<file path="src/rtl/panda_pkg.sv">
// Shared types for the panda execute stage: divider operator and FSM state.
package panda_pkg;

  typedef enum logic [1:0] {
    DIV_DIV  = 2'd0,
    DIV_DIVU = 2'd1,
    DIV_REM  = 2'd2,
    DIV_REMU = 2'd3
  } div_operator_e;

  typedef enum logic [1:0] {
    IDLE = 2'd0,
    CALC = 2'd1,
    FIX  = 2'd2,
    DONE = 2'd3
  } div_state_e;

endpackage

</file>
<file path="src/rtl/panda_divider.sv">
// Iterative radix-2 restoring divider for RV32M DIV/DIVU/REM/REMU; Width+2 cycles (special cases 1).
// No output back-pressure: valid_o is a one-cycle pulse; ready_o is low while busy.
module panda_divider
  import panda_pkg::*;
#(
  parameter int Width = 32
) (
  input  logic             clk_i,
  input  logic             rst_i,
  input  logic             valid_i,
  output logic             ready_o,
  input  logic             kill_i,
  input  div_operator_e    operator_i,
  input  logic [Width-1:0] operand_a_i,
  input  logic [Width-1:0] operand_b_i,
  output logic             valid_o,
  output logic [Width-1:0] result_o
);

  localparam int CntW = $clog2(Width);
  localparam logic [Width-1:0] MinVal = {1'b1, {(Width-1){1'b0}}};

  div_state_e       state_q, state_d;
  div_operator_e    op_q, op_d;
  logic             sign_a_q, sign_a_d, sign_b_q, sign_b_d;
  logic [Width-1:0] rem_q, rem_d, quo_q, quo_d, dvs_q, dvs_d, result_q, result_d;
  logic [CntW-1:0]  cnt_q, cnt_d;

  logic             accept, signed_op, is_div_in, a_neg, b_neg, div_by_zero, overflow;
  logic [Width-1:0] abs_a, abs_b;
  logic [Width:0]   shifted, trial;

  assign ready_o  = (state_q == IDLE);
  assign valid_o  = (state_q == DONE);
  assign result_o = result_q;

  assign accept      = valid_i && ready_o && !kill_i;
  assign signed_op   = (operator_i == DIV_DIV) || (operator_i == DIV_REM);
  assign is_div_in   = (operator_i == DIV_DIV) || (operator_i == DIV_DIVU);
  assign a_neg       = signed_op && operand_a_i[Width-1];
  assign b_neg       = signed_op && operand_b_i[Width-1];
  assign abs_a       = a_neg ? -operand_a_i : operand_a_i;
  assign abs_b       = b_neg ? -operand_b_i : operand_b_i;
  assign div_by_zero = (operand_b_i == '0);
  assign overflow    = signed_op && (operand_a_i == MinVal) && (operand_b_i == '1);

  // Partial remainder is always below the divisor, so Width+1 bits hold the shifted value.
  assign shifted = {rem_q, quo_q[Width-1]};
  assign trial   = shifted - {1'b0, dvs_q};

  always_comb begin
    state_d  = state_q;
    op_d     = op_q;
    sign_a_d = sign_a_q;
    sign_b_d = sign_b_q;
    rem_d    = rem_q;
    quo_d    = quo_q;
    dvs_d    = dvs_q;
    cnt_d    = cnt_q;
    result_d = result_q;
    if (kill_i) begin
      state_d = IDLE;
    end else begin
      unique case (state_q)
        IDLE: begin
          if (accept) begin
            op_d     = operator_i;
            sign_a_d = a_neg;
            sign_b_d = b_neg;
            dvs_d    = abs_b;
            if (div_by_zero) begin
              result_d = is_div_in ? '1 : operand_a_i;
              state_d  = DONE;
            end else if (overflow) begin
              result_d = is_div_in ? MinVal : '0;
              state_d  = DONE;
            end else begin
              rem_d   = '0;
              quo_d   = abs_a;
              cnt_d   = CntW'(Width - 1);
              state_d = CALC;
            end
          end
        end
        CALC: begin
          rem_d = trial[Width] ? shifted[Width-1:0] : trial[Width-1:0];
          quo_d = {quo_q[Width-2:0], ~trial[Width]};
          cnt_d = cnt_q - CntW'(1);
          if (cnt_q == '0) state_d = FIX;
        end
        FIX: begin
          unique case (op_q)
            DIV_DIV:  result_d = (sign_a_q ^ sign_b_q) ? -quo_q : quo_q;
            DIV_DIVU: result_d = quo_q;
            DIV_REM:  result_d = sign_a_q ? -rem_q : rem_q;
            DIV_REMU: result_d = rem_q;
          endcase
          state_d = DONE;
        end
        DONE: state_d = IDLE;
      endcase
    end
  end

  always_ff @(posedge clk_i) begin
    if (rst_i) begin
      state_q  <= IDLE;
      op_q     <= DIV_DIV;
      sign_a_q <= 1'b0;
      sign_b_q <= 1'b0;
      rem_q    <= '0;
      quo_q    <= '0;
      dvs_q    <= '0;
      cnt_q    <= '0;
      result_q <= '0;
    end else begin
      state_q  <= state_d;
      op_q     <= op_d;
      sign_a_q <= sign_a_d;
      sign_b_q <= sign_b_d;
      rem_q    <= rem_d;
      quo_q    <= quo_d;
      dvs_q    <= dvs_d;
      cnt_q    <= cnt_d;
      result_q <= result_d;
    end
  end

endmodule
</file>
<file path="config.mk">
export PLATFORM = sky130hd
export DESIGN_NAME = panda_divider
export DESIGN_NICKNAME = d
export VERILOG_FILES = /design/src/rtl/panda_pkg.sv /design/src/rtl/panda_divider.sv
export SDC_FILE = /design/constraint.sdc
export NUM_CORES = 1
export LEC_CHECK = 0
export CORE_ASPECT_RATIO = 2
export CORE_MARGIN = 8
export CORE_UTILIZATION = 45
export CTS_BUF_LIST = sky130_fd_sc_hd__clkbuf_2
export DETAILED_ROUTE_END_ITERATION = 10
export PLACE_DENSITY = 0.71
export SLEW_MARGIN = 20
export SYNTH_ARGS = -nofsm -noshare
export SYNTH_HDL_FRONTEND = slang
export SYNTH_SLANG_ARGS = --single-unit
</file>
<file path="constraint.sdc">
create_clock -name clk_i -period 6.8 [get_ports clk_i]
set_input_delay 0.68 -clock clk_i [delete_from_list [all_inputs] [get_ports clk_i]]
set_output_delay 0.68 -clock clk_i [all_outputs]
set_load 0.01 [all_outputs]
</file>
# Word level (Yosys, flattened, before mapping)
# Index checks and enable logic that the tools add are counted.
word_totals:
  ff_bits: 139
  latch_bits: 0
  ram_bits: 0
  mem_bits_ro: 0
  input_bits: 70
  out_inout_bits: 34
  n_memories: 0
classes:
  add_sub_neg: 6
  multipliers: 0
  div_mod_pow: 0
  order_cmp: 0
  n_eq_ne: 15
  n_shift: 0
  mux: 29
  bitwise: 3
  n_reduce_logical: 21
ops:
  columns: ["cell", "count"]
  rows:
  - ["$mux 32", 16]
  - ["$pmux 32 s2", 3]
  - ["$neg 32->32", 4]
  - ["$pmux 32 s4", 1]
  - ["$eq 32x32->1 const B", 2]
  - ["$sub 33x32->33", 1]
  - ["$logic_not 32->1", 1]
  - ["$mux 5", 3]
  - ["$eq 2x2->1 const B", 5]
  - ["$pmux 5 s2", 1]
  - ["$mux 2", 4]
  - ["$pmux 2 s4", 1]
  - ["$eq 2x1->1 const B", 3]
  - ["$logic_and 1x1->1", 6]
  - ["$logic_not 2->1", 3]
  - ["$ne 2x2->1 const B", 3]
  - ["$logic_not 5->1", 1]
  - ["$reduce_and 5->1", 1]
  - ["$sub 5x1->5 const B", 1]
  - ["$reduce_and 4->1", 1]
  - ["$reduce_bool 2->1", 2]
  - ["$ne 3x1->1 const B", 1]
  - ["$reduce_and 3->1", 1]
  - ["$logic_or 1x1->1", 2]
  - ["other kinds (6)", 7]

# Logic depth before layout (Yosys ltp)
logic_depth:
  word_depth: 8
  ltp_mapped: 13

# Least setup slack after synthesis
# Ideal clock, no wire load.
synth_timing:
  path_type: "reg2reg"
  startpoint: "register quo_q[31]"
  endpoint: "register rem_q[0]"
  setup_ps: 117
  t_arrival_ps: 3494
  setup_slack_ps: 3189
  path_stages_with_launch: 14
  n_path_buf: 1
  synth_period_minus_slack_ps: 3611
  cell_sequence: "dfxtp_1 > inv_1 > ha_1 > fa_1 > nand2b_1 > a21oi_2 > o2111ai_1 > o41a_1 > o41a_1 > o31ai_4 > xnor2_1 > clkbuf_1 > nand2_1 > a32o_1"
synth_between:
  elab_chain_len: 3
synth_lines:
  columns: ["item", "line", "text"]
  rows:
  - ["start, declared", "panda_divider.sv:26", "logic [Width-1:0] rem_q, rem_d, quo_q, quo_d, dvs_q, dvs_d, result_q, result_d;"]
  - ["start signal, assigned", "panda_divider.sv:122", "quo_q <= quo_d;"]
  - ["$sub 33x32->33", "panda_divider.sv:49", "assign trial = shifted - {1'b0, dvs_q};"]
  - ["$mux 32 *", "panda_divider.sv:86", "rem_d = trial[Width] ? shifted[Width-1:0] : trial[Width-1:0];"]
  - ["$pmux 32 s2 *", "panda_divider.sv:64", "unique case (state_q)"]
  - ["end signal, assigned", "panda_divider.sv:121", "rem_q <= rem_d;"]
  - ["end, declared", "panda_divider.sv:26", null]
# Mark *: on every way between the ends. The rest lies on a longest branch, timed or not.
# A chain may end at the register's enable or synchronous reset.

# Worst setup path in the final report
layout_timing:
  startpoint: "register quo_q[31]"
  endpoint: "register rem_q[1]"
layout_between:
  elab_chain_len: 3
layout_lines:
  columns: ["item", "line"]
  rows:
  - ["$sub 33x32->33", "panda_divider.sv:49"]
  - ["$mux 32", "panda_divider.sv:86"]
  - ["$pmux 32 s2", "panda_divider.sv:64"]
# No other way between the ends.

==> summary.txt <==
==================================================================================================
HPWL after detailed placement                                                             25800 um
Worst R2R Setup Slack                                                                      2.41 ns
Category of the worst setup path capture point                                            register
Top FF cell, synth                                                                    sky130_fd_sc_hd__dfxtp_1
Final hold viol count                                                                            0
Number of nets at the end of the flow                                                         1607
Post-route clock period utilization                                                          0.645
Library cells used by synthesis                                                                 66
Synth top area share                                                                         0.264
Reg-to-reg endpoint                                                                       rem_q[1]
Final max-slew violation count                                                                   0
Placement Setup Slack                                                                      2.12 ns
Post-layout worst setup margin                                                             2.41 ns
Synth Instances                                                                               1448
Effective utilization at floorplan                                                           0.456
Clock buffer count from CTS                                                                     17
Total Die Area                                                                          28900 um^2
Total via count after detailed routing                                                       10700
Filler Cell Count                                                                             2353
H-Tree Level Count                                                                               4
Max-cap violation count                                                                          0
Number of antenna-violating nets in the routed design                                            0
Worst hold margin                                                                         0.471 ns
Cells on Worst Hold Path                                                                         2
Async set-reset flop share out of synthesis                                                      0
Endpoint arrival time on the critical path                                                 5.06 ns
Dominant cell by count in the synthesized netlist                                     sky130_fd_sc_hd__nand2_1
Final period demand of the worst path                                                      4.39 ns
Startpoint types                                                                          register
DRC violation count after routing                                                                0
Routed wire length per instance                                                            18.7 um
Start point of the worst hold path                                                       dvs_q[30]
Top area cells in the synthesized netlist                                             sky130_fd_sc_hd__dfxtp_1 (26%), sky130_fd_sc_hd__nand2_1 (6.8%), sky130_fd_sc_hd__a21oi_1 (6.3%)
Clock transition time at the flip-flop clock pins of the worst setup and hold paths        0.21 ns
Status                                                                                finished clean
Fraction of layout instances using a drive strength above 1                                 0.0452
Worst reg2reg path startpoint                                                            quo_q[31]
Register-to-Register Path Depth                                                                 12
WHS Endpoint                                                                             dvs_q[30]
Worst voltage drop across the vdd grid                                                   0.0977 mV
Overflow after GRT                                                                               0
Number of antenna violations at the first check in global routing                                1
Clock Root Buffer                                                                     sky130_fd_sc_hd__clkbuf_2
Total Negative Setup Slacks                                                                   0 ns
Power per standard cell area                                                           174 nW/um^2
Area of the mapped netlist                                                              10600 um^2
Critical path class                                                                        reg2reg
Drt initial violations                                                                         707
Highest clock frequency the design can meet                                              0.228 GHz
Via count of the first global-routing pass                                                   10600
Static leakage                                                                             4.32 nW
Leading area contributor after synthesis                                              sky130_fd_sc_hd__dfxtp_1
Number of synthesized flops with an enable pin                                                   0
Class of the tightest hold or removal check                                                reg2reg
Clock insertion delay at the later pin of the skew report                                  0.77 ns
Die width                                                                                   124 um
Count of instances resized after the clock tree is built                                         0
Final routed wirelength across all metal layers                                           33400 um
Number of synthesized register bits                                                            139
Largest net degree at the start of global routing                                               64
CTS tree                                                                                     built
Final cell utilization of the core                                                           0.521
Overall track demand over capacity in global routing                                         0.225
Worst Tran Pin Value                                                                       1.08 ns
Number of buffers added on ports                                                               103
Total iterations of the first detailed-routing run                                               5
Overall power of the completed layout                                                    0.00209 W
Post-Route Skew                                                                          0.0327 ns
Number of placement rows                                                                        79
Portion of the post-synthesis area used by sequential elements                               0.264
Clock sink total                                                                               139
Routability cong.                                                                            0.944
Critical-path maximum fanout                                                                     9
Finish-stage setup viols                                                                         0
Synthesized net count                                                                         1562
Die outline height                                                                          233 um
Leading cell types by count after synthesis                                           sky130_fd_sc_hd__nand2_1 (190), sky130_fd_sc_hd__dfxtp_1 (139), sky130_fd_sc_hd__nor2_1 (137), sky130_fd_sc_hd__a21oi_1 (132)
Synthesis-to-layout area growth                                                              14.2%
Required time of the critical path                                                         7.47 ns
Post-CTS repair timing setup buffer count                                                        0
Clock tree buffer depth                                                                          2
Average via count per standard cell                                                           5.97
Wire length of the first global-routing pass                                              53300 um
Setup repair after global routing missed its margin                                          false
Count of yosys warnings during synthesis                                                         0
Number of buffers inserted for hold repair after clock tree synthesis                            0
Placeable core region                                                                   23100 um^2
Ports                                                                                          104
Average footprint of a synthesized cell                                                  7.29 um^2
Relative slew slack                                                                          0.280
==================================================================================================
[cell type report]
cell class | instances | area (um^2) | share of cell area
multi-input combinational | 1157 | 7220 | 0.599
sequential | 139 | 2780 | 0.231
timing repair buffer | 118 | 1140 | 0.0945
tap | 283 | 354 | 0.0294
clock inverter | 15 | 244 | 0.0202
inverter | 60 | 225 | 0.0187
clock buffer | 17 | 85.1 | 0.00706
antenna | 1 | 2.50 | 0.000208
[cells in the final DEF (no fill, tap or decap), types with 7 or more instances in the layout]
cell type	synthesis	final
sky130_fd_sc_hd__nand2_1	190	190
sky130_fd_sc_hd__dfxtp_1	139	139
sky130_fd_sc_hd__nor2_1	137	136
sky130_fd_sc_hd__a21oi_1	132	132
sky130_fd_sc_hd__clkdlybuf4s50_1	0	102
sky130_fd_sc_hd__o21ai_0	87	87
sky130_fd_sc_hd__xor2_1	71	71
sky130_fd_sc_hd__xnor2_1	68	67
sky130_fd_sc_hd__inv_1	59	59
sky130_fd_sc_hd__ha_1	43	43
sky130_fd_sc_hd__nor3_1	36	35
sky130_fd_sc_hd__nand3_1	34	34
sky130_fd_sc_hd__o211ai_1	30	30
sky130_fd_sc_hd__a211oi_1	30	30
sky130_fd_sc_hd__o31ai_1	21	21
sky130_fd_sc_hd__o311ai_1	20	20
sky130_fd_sc_hd__or3_1	17	17
sky130_fd_sc_hd__nand4_1	17	17
sky130_fd_sc_hd__clkbuf_2	0	17
sky130_fd_sc_hd__nand2b_1	16	15
sky130_fd_sc_hd__buf_4	0	15
sky130_fd_sc_hd__nor4_1	14	14
sky130_fd_sc_hd__a21o_1	14	14
sky130_fd_sc_hd__or4_1	12	12
sky130_fd_sc_hd__nor2b_1	13	12
sky130_fd_sc_hd__o311ai_0	12	12
sky130_fd_sc_hd__o22ai_1	11	11
sky130_fd_sc_hd__a22o_1	11	11
sky130_fd_sc_hd__a31oi_1	11	11
sky130_fd_sc_hd__mux2i_1	9	9
sky130_fd_sc_hd__a311oi_1	9	9
sky130_fd_sc_hd__and2_1	8	8
sky130_fd_sc_hd__o41ai_1	7	7
[worst max-delay path, stage by stage (launching register included)]
cell,delay (ns)
sky130_fd_sc_hd__dfxtp_1,0.39
sky130_fd_sc_hd__inv_1,0.11
sky130_fd_sc_hd__ha_1,0.26
sky130_fd_sc_hd__fa_1,0.41
sky130_fd_sc_hd__nand2b_1,0.19
sky130_fd_sc_hd__a21oi_2,0.21
sky130_fd_sc_hd__o2111ai_1,0.23
sky130_fd_sc_hd__o41a_1,0.47
sky130_fd_sc_hd__o41a_1,0.54
sky130_fd_sc_hd__o31ai_4,0.37
sky130_fd_sc_hd__xor2_2,0.68
sky130_fd_sc_hd__nand2_1,0.14
sky130_fd_sc_hd__a32o_1,0.28
[state kept, by name (all words and copies together), names as in the netlist]
| signal | flops |
|---|---|
| state_q | 2 |
| dvs_q | 32 |
| sign_b_q | 1 |
| result_o | 32 |
| cnt_q | 5 |
| quo_q | 32 |
| op_q | 2 |
| rem_q | 32 |
| sign_a_q | 1 |
[worst max-delay path by stage]
stage / end / startpoint / depth (start not counted) / slack [ns]
2_1_floorplan: rem_q[0] / quo_q[31] / 13 / 3.19
3_3_place_gp: result_o[18] / operand_b_i[6] / 9 / 2.25
3_5_place_dp: result_o[16] / operand_b_i[17] / 9 / 2.12
4_1_cts: rem_q[1] / quo_q[31] / 12 / 2.39
5_1_grt: rem_q[0] / quo_q[31] / 12 / 2.19
6_report: rem_q[1] / quo_q[31] / 12 / 2.41
[logic make-up after synthesis]
group,after synthesis,share of synthesized area
buf+inv,152,0.0542
fa+ha+maj,44,0.0529
compound gates,442,0.273
simple gates,519,0.228
flops,139,0.264
xor+xnor,140,0.117
mux,12,0.0117
[per-layer routing]
metal	track usage	share of wire
met3	0.0303	0.033
met4	0.151	0.058
met1	0.217	0.37
met5	0	0
met2	0.435	0.53
[report_power, final]
part / leakage (nW) / switching (W) / internal [W]
Clock: 0.182 / 0.000337 / 0.000316
Combinational: 3.01 / 0.000337 / 0.000215
Sequential: 1.13 / 0.0000360 / 0.000851
[stage by stage]
step	instances	instance area (um^2)
floorplan	1448	10600
global placement	1757	11700
detailed placement	1757	11700
CTS	1789	12100
global route	1790	12100
finish	1790	12100
Power figures use the tool's default switching activity.
